==> src/rtl/f_fetch_if.sv <==
// Instruction-memory request/acknowledge bus between the fetch stage and instruction memory.
interface f_fetch_if;
    logic        imem_req;
    logic [31:0] imem_addr;
    logic        imem_ack;
    logic [31:0] imem_rdata;

    modport master (
        output imem_req,
        output imem_addr,
        input  imem_ack,
        input  imem_rdata
    );

    modport slave (
        input  imem_req,
        input  imem_addr,
        output imem_ack,
        output imem_rdata
    );
endinterface

==> src/rtl/f_fetch.sv <==
// Fetch stage: owns F_PC, issues imem requests and loads the F/D register.
// Optional fetch address-error detection is enabled by defining F_ADEL_EN.
module f_fetch #(
    parameter logic [31:0] PC_RESET = 32'h0000_3000,
    parameter logic [31:0] PC_MAX   = 32'h0000_6ffc
) (
    input  logic        clk,
    input  logic        reset_n,
    input  logic [31:0] NPC,
    input  logic        stall,
    f_fetch_if.master   imem,
    output logic [31:0] F_PC,
    output logic [31:0] D_Instr,
    output logic [31:0] D_PC,
    output logic        D_valid,
    output logic        D_exc,
    output logic        fetch_busy
);

    typedef enum logic {
        FETCH,
        HOLD
    } state_t;

    state_t      state, state_nxt;
    logic [31:0] hold_instr;
    logic        hold_exc;
    logic        addr_err;
    logic [31:0] fetch_word;
    logic        xfer;
    logic        capture;
    logic [31:0] xfer_instr;
    logic        xfer_exc;

`ifdef F_ADEL_EN
    assign addr_err = (F_PC[1:0] != 2'b00) || (F_PC < PC_RESET) || (F_PC > PC_MAX);
`else
    assign addr_err = 1'b0;
`endif

    // A faulting PC completes without memory, delivering a nop word.
    assign fetch_word = addr_err ? '0 : imem.imem_rdata;

    always_comb begin
        state_nxt      = state;
        imem.imem_req  = 1'b0;
        imem.imem_addr = F_PC;
        fetch_busy     = 1'b0;
        xfer           = 1'b0;
        capture        = 1'b0;
        xfer_instr     = hold_instr;
        xfer_exc       = hold_exc;
        case (state)
            FETCH: begin
                imem.imem_req = !addr_err;
                fetch_busy    = !addr_err && !imem.imem_ack;
                if (addr_err || imem.imem_ack) begin
                    if (stall) begin
                        capture   = 1'b1;
                        state_nxt = HOLD;
                    end else begin
                        xfer       = 1'b1;
                        xfer_instr = fetch_word;
                        xfer_exc   = addr_err;
                    end
                end
            end
            HOLD: begin
                if (!stall) begin
                    xfer      = 1'b1;
                    state_nxt = FETCH;
                end
            end
            default: state_nxt = FETCH;
        endcase
    end

    always_ff @(posedge clk or negedge reset_n) begin
        if (!reset_n) begin
            state      <= FETCH;
            F_PC       <= PC_RESET;
            D_Instr    <= '0;
            D_PC       <= '0;
            D_valid    <= 1'b0;
            D_exc      <= 1'b0;
            hold_instr <= '0;
            hold_exc   <= 1'b0;
        end else begin
            state <= state_nxt;
            if (capture) begin
                hold_instr <= fetch_word;
                hold_exc   <= addr_err;
            end
            if (xfer) begin
                D_Instr <= xfer_instr;
                D_PC    <= F_PC;
                D_valid <= 1'b1;
                D_exc   <= xfer_exc;
                F_PC    <= NPC;
            end
        end
    end

endmodule

==> src/flat_wrapper.sv <==
// flat-port wrapper written by rule: the top's interface ports become plain ports
module f_fetch_flat 
#(
    parameter logic [31:0] PC_RESET = 32'h0000_3000,
    parameter logic [31:0] PC_MAX   = 32'h0000_6ffc
)
  (clk, reset_n, NPC, stall, F_PC, D_Instr, D_PC, D_valid, D_exc, fetch_busy, imem_imem_req, imem_imem_addr, imem_imem_ack, imem_imem_rdata);
  f_fetch_if imem_i ();
  input  logic clk;
  input  logic reset_n;
  input  logic [31:0] NPC;
  input  logic stall;
  output logic [31:0] F_PC;
  output logic [31:0] D_Instr;
  output logic [31:0] D_PC;
  output logic D_valid;
  output logic D_exc;
  output logic fetch_busy;
  output wire logic [$bits(imem_i.imem_req)-1:0] imem_imem_req;
  output wire logic [$bits(imem_i.imem_addr)-1:0] imem_imem_addr;
  input wire logic [$bits(imem_i.imem_ack)-1:0] imem_imem_ack;
  input wire logic [$bits(imem_i.imem_rdata)-1:0] imem_imem_rdata;
  assign imem_imem_req = imem_i.imem_req;
  assign imem_imem_addr = imem_i.imem_addr;
  assign imem_i.imem_ack = imem_imem_ack;
  assign imem_i.imem_rdata = imem_imem_rdata;
  f_fetch #(.PC_RESET(PC_RESET), .PC_MAX(PC_MAX)) u_core (.clk(clk), .reset_n(reset_n), .NPC(NPC), .stall(stall), .imem(imem_i), .F_PC(F_PC), .D_Instr(D_Instr), .D_PC(D_PC), .D_valid(D_valid), .D_exc(D_exc), .fetch_busy(fetch_busy));
endmodule
==> config.mk <==
export PLATFORM = sky130hd
export DESIGN_NAME = f_fetch_flat
export DESIGN_NICKNAME = d
export VERILOG_FILES = /design/src/rtl/f_fetch_if.sv /design/src/rtl/f_fetch.sv /design/src/flat_wrapper.sv
export SDC_FILE = /design/constraint.sdc
export NUM_CORES = 1
export LEC_CHECK = 0
export ABC_AREA = 1
export ABC_CLOCK_PERIOD_IN_PS = 1870
export CAP_MARGIN = 20
export CORE_MARGIN = 4
export CORE_UTILIZATION = 30
export DETAILED_ROUTE_END_ITERATION = 16
export SETUP_SLACK_MARGIN = 0.3
export SYNTH_ARGS = -nofsm -noshare
export SYNTH_HDL_FRONTEND = slang
export SYNTH_SLANG_ARGS = --single-unit
==> constraint.sdc <==
create_clock -name clk -period 1.87 [get_ports clk]
set_input_delay 0.2805 -clock clk [delete_from_list [all_inputs] [get_ports clk]]
set_output_delay 0.2805 -clock clk [all_outputs]
set_load 0.03 [all_outputs]
# Word-level counts from Yosys, hierarchy flattened

Cells that the tools add are included.

Multiplexer cells: 12
Bitwise logic cells: 1
Reduce and logical (&&, ||, !) cells: 1

Operators by type and width:

| cell                               | count |
|---|---|
| two-way mux 32 bit                 | 3 |
| two-way mux 1 bit                  | 7 |
| one-hot mux 1 bit (2 select lines) | 2 |
| logical NOT 1 bit                  | 1 |
| NOT 1 bit                          | 1 |

Register bits after elaboration: 130
Input port bits: 68
Word-level logic and storage cells: 20

# Logic depth before layout (Yosys ltp)

Depth after elaboration: 3
Gate-level depth with buffers: 7
Gate-level depth less buffers: 5

# Least setup slack after synthesis

Ideal clock, no wire load.

Path type: reg-to-output
From: register u_core.state
To: output fetch_busy
Data arrival time: 1.029 ns
Data required time: 1.590 ns
Path slack: 0.560 ns
Cell stages (with the launch flop): 5
Path buffers: 1
Cells stage by stage: dfrtp_1 -> inv_2 -> nand2_2 -> buf_4 -> inv_1

Cells in the longest elaborated chain, start to end: 1

Ends and longest elaborated chain:

| what                   | line               | RTL |
|---|---|---|
| start, declared        | f_fetch.sv:25      | `state_t state, state_nxt;` |
| start signal, assigned | f_fetch.sv:89      | `state <= state_nxt;` |
| two-way mux 1 bit      | f_fetch.sv:53      | `case (state)` |
| end, declared          | flat_wrapper.sv:18 | `output logic fetch_busy;` |

No other way between the ends.

# Worst setup path after layout

From: register u_core.F_PC[4]
To: output F_PC[4]

RTL lines:

| what                   | line               | RTL |
|---|---|---|
| start, declared        | f_fetch.sv:12      | `output logic [31:0] F_PC,` |
| start signal, assigned | f_fetch.sv:81      | `F_PC <= PC_RESET;` |
| start signal, assigned | f_fetch.sv:99      | `F_PC <= NPC;` |
| end, declared          | flat_wrapper.sv:13 | `output logic [31:0] F_PC;` |

No word-level cell between the ends.

==> metrics.txt <==
status=completed; post-route setup TNS=0 ns; Root Buffer Master=clkbuf_16; f_max=651 MHz; worst reg2reg path startpoint=u_core.state; wirelength, routed=16.4 mm; Final Skew=0.00896 ns; Vias=4969; dpl cells=1096; post-place instance area=7910 um^2; cell area power density=1110 nW/um^2; CP cell instances=dlygate4sd2_1; synthesized area per cell=8.29 um^2; routability cong.=0.755; first-pass GRT wire length=26.9 mm; Syn Std Cell Area=5800 um^2; Worst Path Required=1.59 ns; IO buf count=198; CP delay by family, top=buffers and inverters; via/cell ratio=4.40; post-route antenna net violation count=0; Critical Path Start=u_core.F_PC[4]; Crit path depth=1; Tcrit/Tclk final=82.1%; cell accounting for the most synthesized area=dfrtp_1; worst r2r path cells=6; dpl hpwl=10.7 mm; clk_lat worst skew=0.41 ns; Post-Syn Nets=767; initial antenna violation count=0; Lkg Pwr=4.39 nW; Max H-tree Level=4; Seq/Total Area, Yosys=56.2%; die area=21600 um^2; CP max FO=4; count of cell types in the netlist=17; maximum vdd ir drop=603 uV; Crit path buffers/inverters=1; commonest non-fill, non-tap cell in the layout=nand2_1; DRT iter0 DRCs=311; Critical-path top delay cell=dlygate4sd2_1; Worst-path clk slew=0.06 ns; layout cells sized above 1=7.82%; clk sinks=130; Setup-failing EPs final=0; Yosys top cell area share=55.2%; Initial Util=30.8%; critical path's largest stage delay=0.43 ns; # DRC=0; Max Cap Violations=0; largest cells by area after synthesis=dfrtp_1, nand2_1, nand3_1; reg2reg end=u_core.hold_instr[8]; routed len/inst=14.5 um; TritonCTS Buffers=17; Tmin final=1.54 ns; Clock Tree Buf Depth=2; drt pass-1 iters=6; Final nets=925; Die Y=147 um; ANT cells=0; CTS tree=yes; Core Footprint=18800 um^2; I/O pin cnt=200; Critical Path AT=1.26 ns; row count=50; Synth-to-Final Area Change=43.9%; endpoint class of the critical path=output pin; final hold viol count=0; Final Max Tran Viols=0; reg-to-reg slack, setup=0.61 ns; most frequent cells in the layout=nand2_1, dfrtp_1, dlygate4sd2_1, nand3_1, clkdlybuf4s50_1; Die W=147 um; total track usage=15.4%; Non-Filler Instances=1130; RSZ-0062 raised after global routing=true; Synth Instances=699; final instance area=8350 um^2; Crit Path Category=register to output pin; number of synthesis warnings=0; number of global-route vias before repair=4900; Setup crit start kind=register; flop and latch count out of synthesis=130; grt total ovfl=0; largest net degree at the start of global routing=65; Hold/Removal Path Class=input pin to async pin
[per-stage QoR]
stage	utilization (%)	total power, mW	hold WS (ns)	worst slack, ns
after floorplan	-	5.17	-0.0151	0.560
after global placement	42.0	6.37	0.211	0.193
after detailed placement	42.0	6.39	0.216	0.164
after CTS	44.3	9.41	0.335	0.246
after global routing	44.3	9.78	0.367	0.273
final	44.3	9.29	0.332	0.334
[flip-flops by register name, summed over array words and instances, names as in the netlist]
register,cells
u_core.D_Instr,32
u_core.D_PC,32
u_core.D_valid,1
u_core.F_PC,32
u_core.hold_instr,32
u_core.state,1
[where the power goes]
group	total (mW)	switching, mW	internal (mW)
sequential	3.57	0.302	3.27
clock	3.28	1.31	1.97
combinational	2.44	1.61	0.834
total	9.29	3.22	6.07
[how the worst max path moves through the flow]
stage                                   end
after floorplan                  fetch_busy
after global placement    u_core.D_Instr[7]
after detailed placement  u_core.D_Instr[3]
after CTS                     imem_imem_req
after global routing      imem_imem_addr[4]
final                               F_PC[4]
[cell type report]
cell class	instances	area, um^2
multi-input cells	425	1820
well taps	260	325
fillers	1885	10500
clock inverters	15	158
inverters	69	260
repair buffers	214	2100
flip-flops and latches	130	3260
clock buffers	17	425
[what timing repair did]
item                                    4_1_cts  5_1_grt
endpoints found under the setup margin      131       26
hold buffers                                  1        0
resized for setup                           147       28
hold endpoints to repair                     32        0
buffers inserted                              1        0
[cell families after synthesis]
kind of cell / count (synthesis) / share of synthesized area (%)
flops: 130 / 56.2
buf+inv: 144 / 12.6
compound gates: 64 / 5.52
simple gates: 360 / 25.7
other cells: 1 / 0.0647
[cell usage after synthesis]
cell        n
nand2_1   258
dfrtp_1   128
nand3_1    97
inv_1      66
o21ai_0    50
buf_4      40
clkbuf_1   15
buf_2      14
o21ai_1    14
buf_1       3
buf_6       3
inv_2       3
nand2_2     3
dfstp_2     2
conb_1      1
nor2_1      1
nor2_4      1
[metal layers]
layer	GRT usage, %	wire length (um)
met3	5.49	1220
met4	4.38	267
met5	0	0
met2	23.9	7250
met1	20.6	7690
Note: power is estimated with default switching activity, not from simulation.
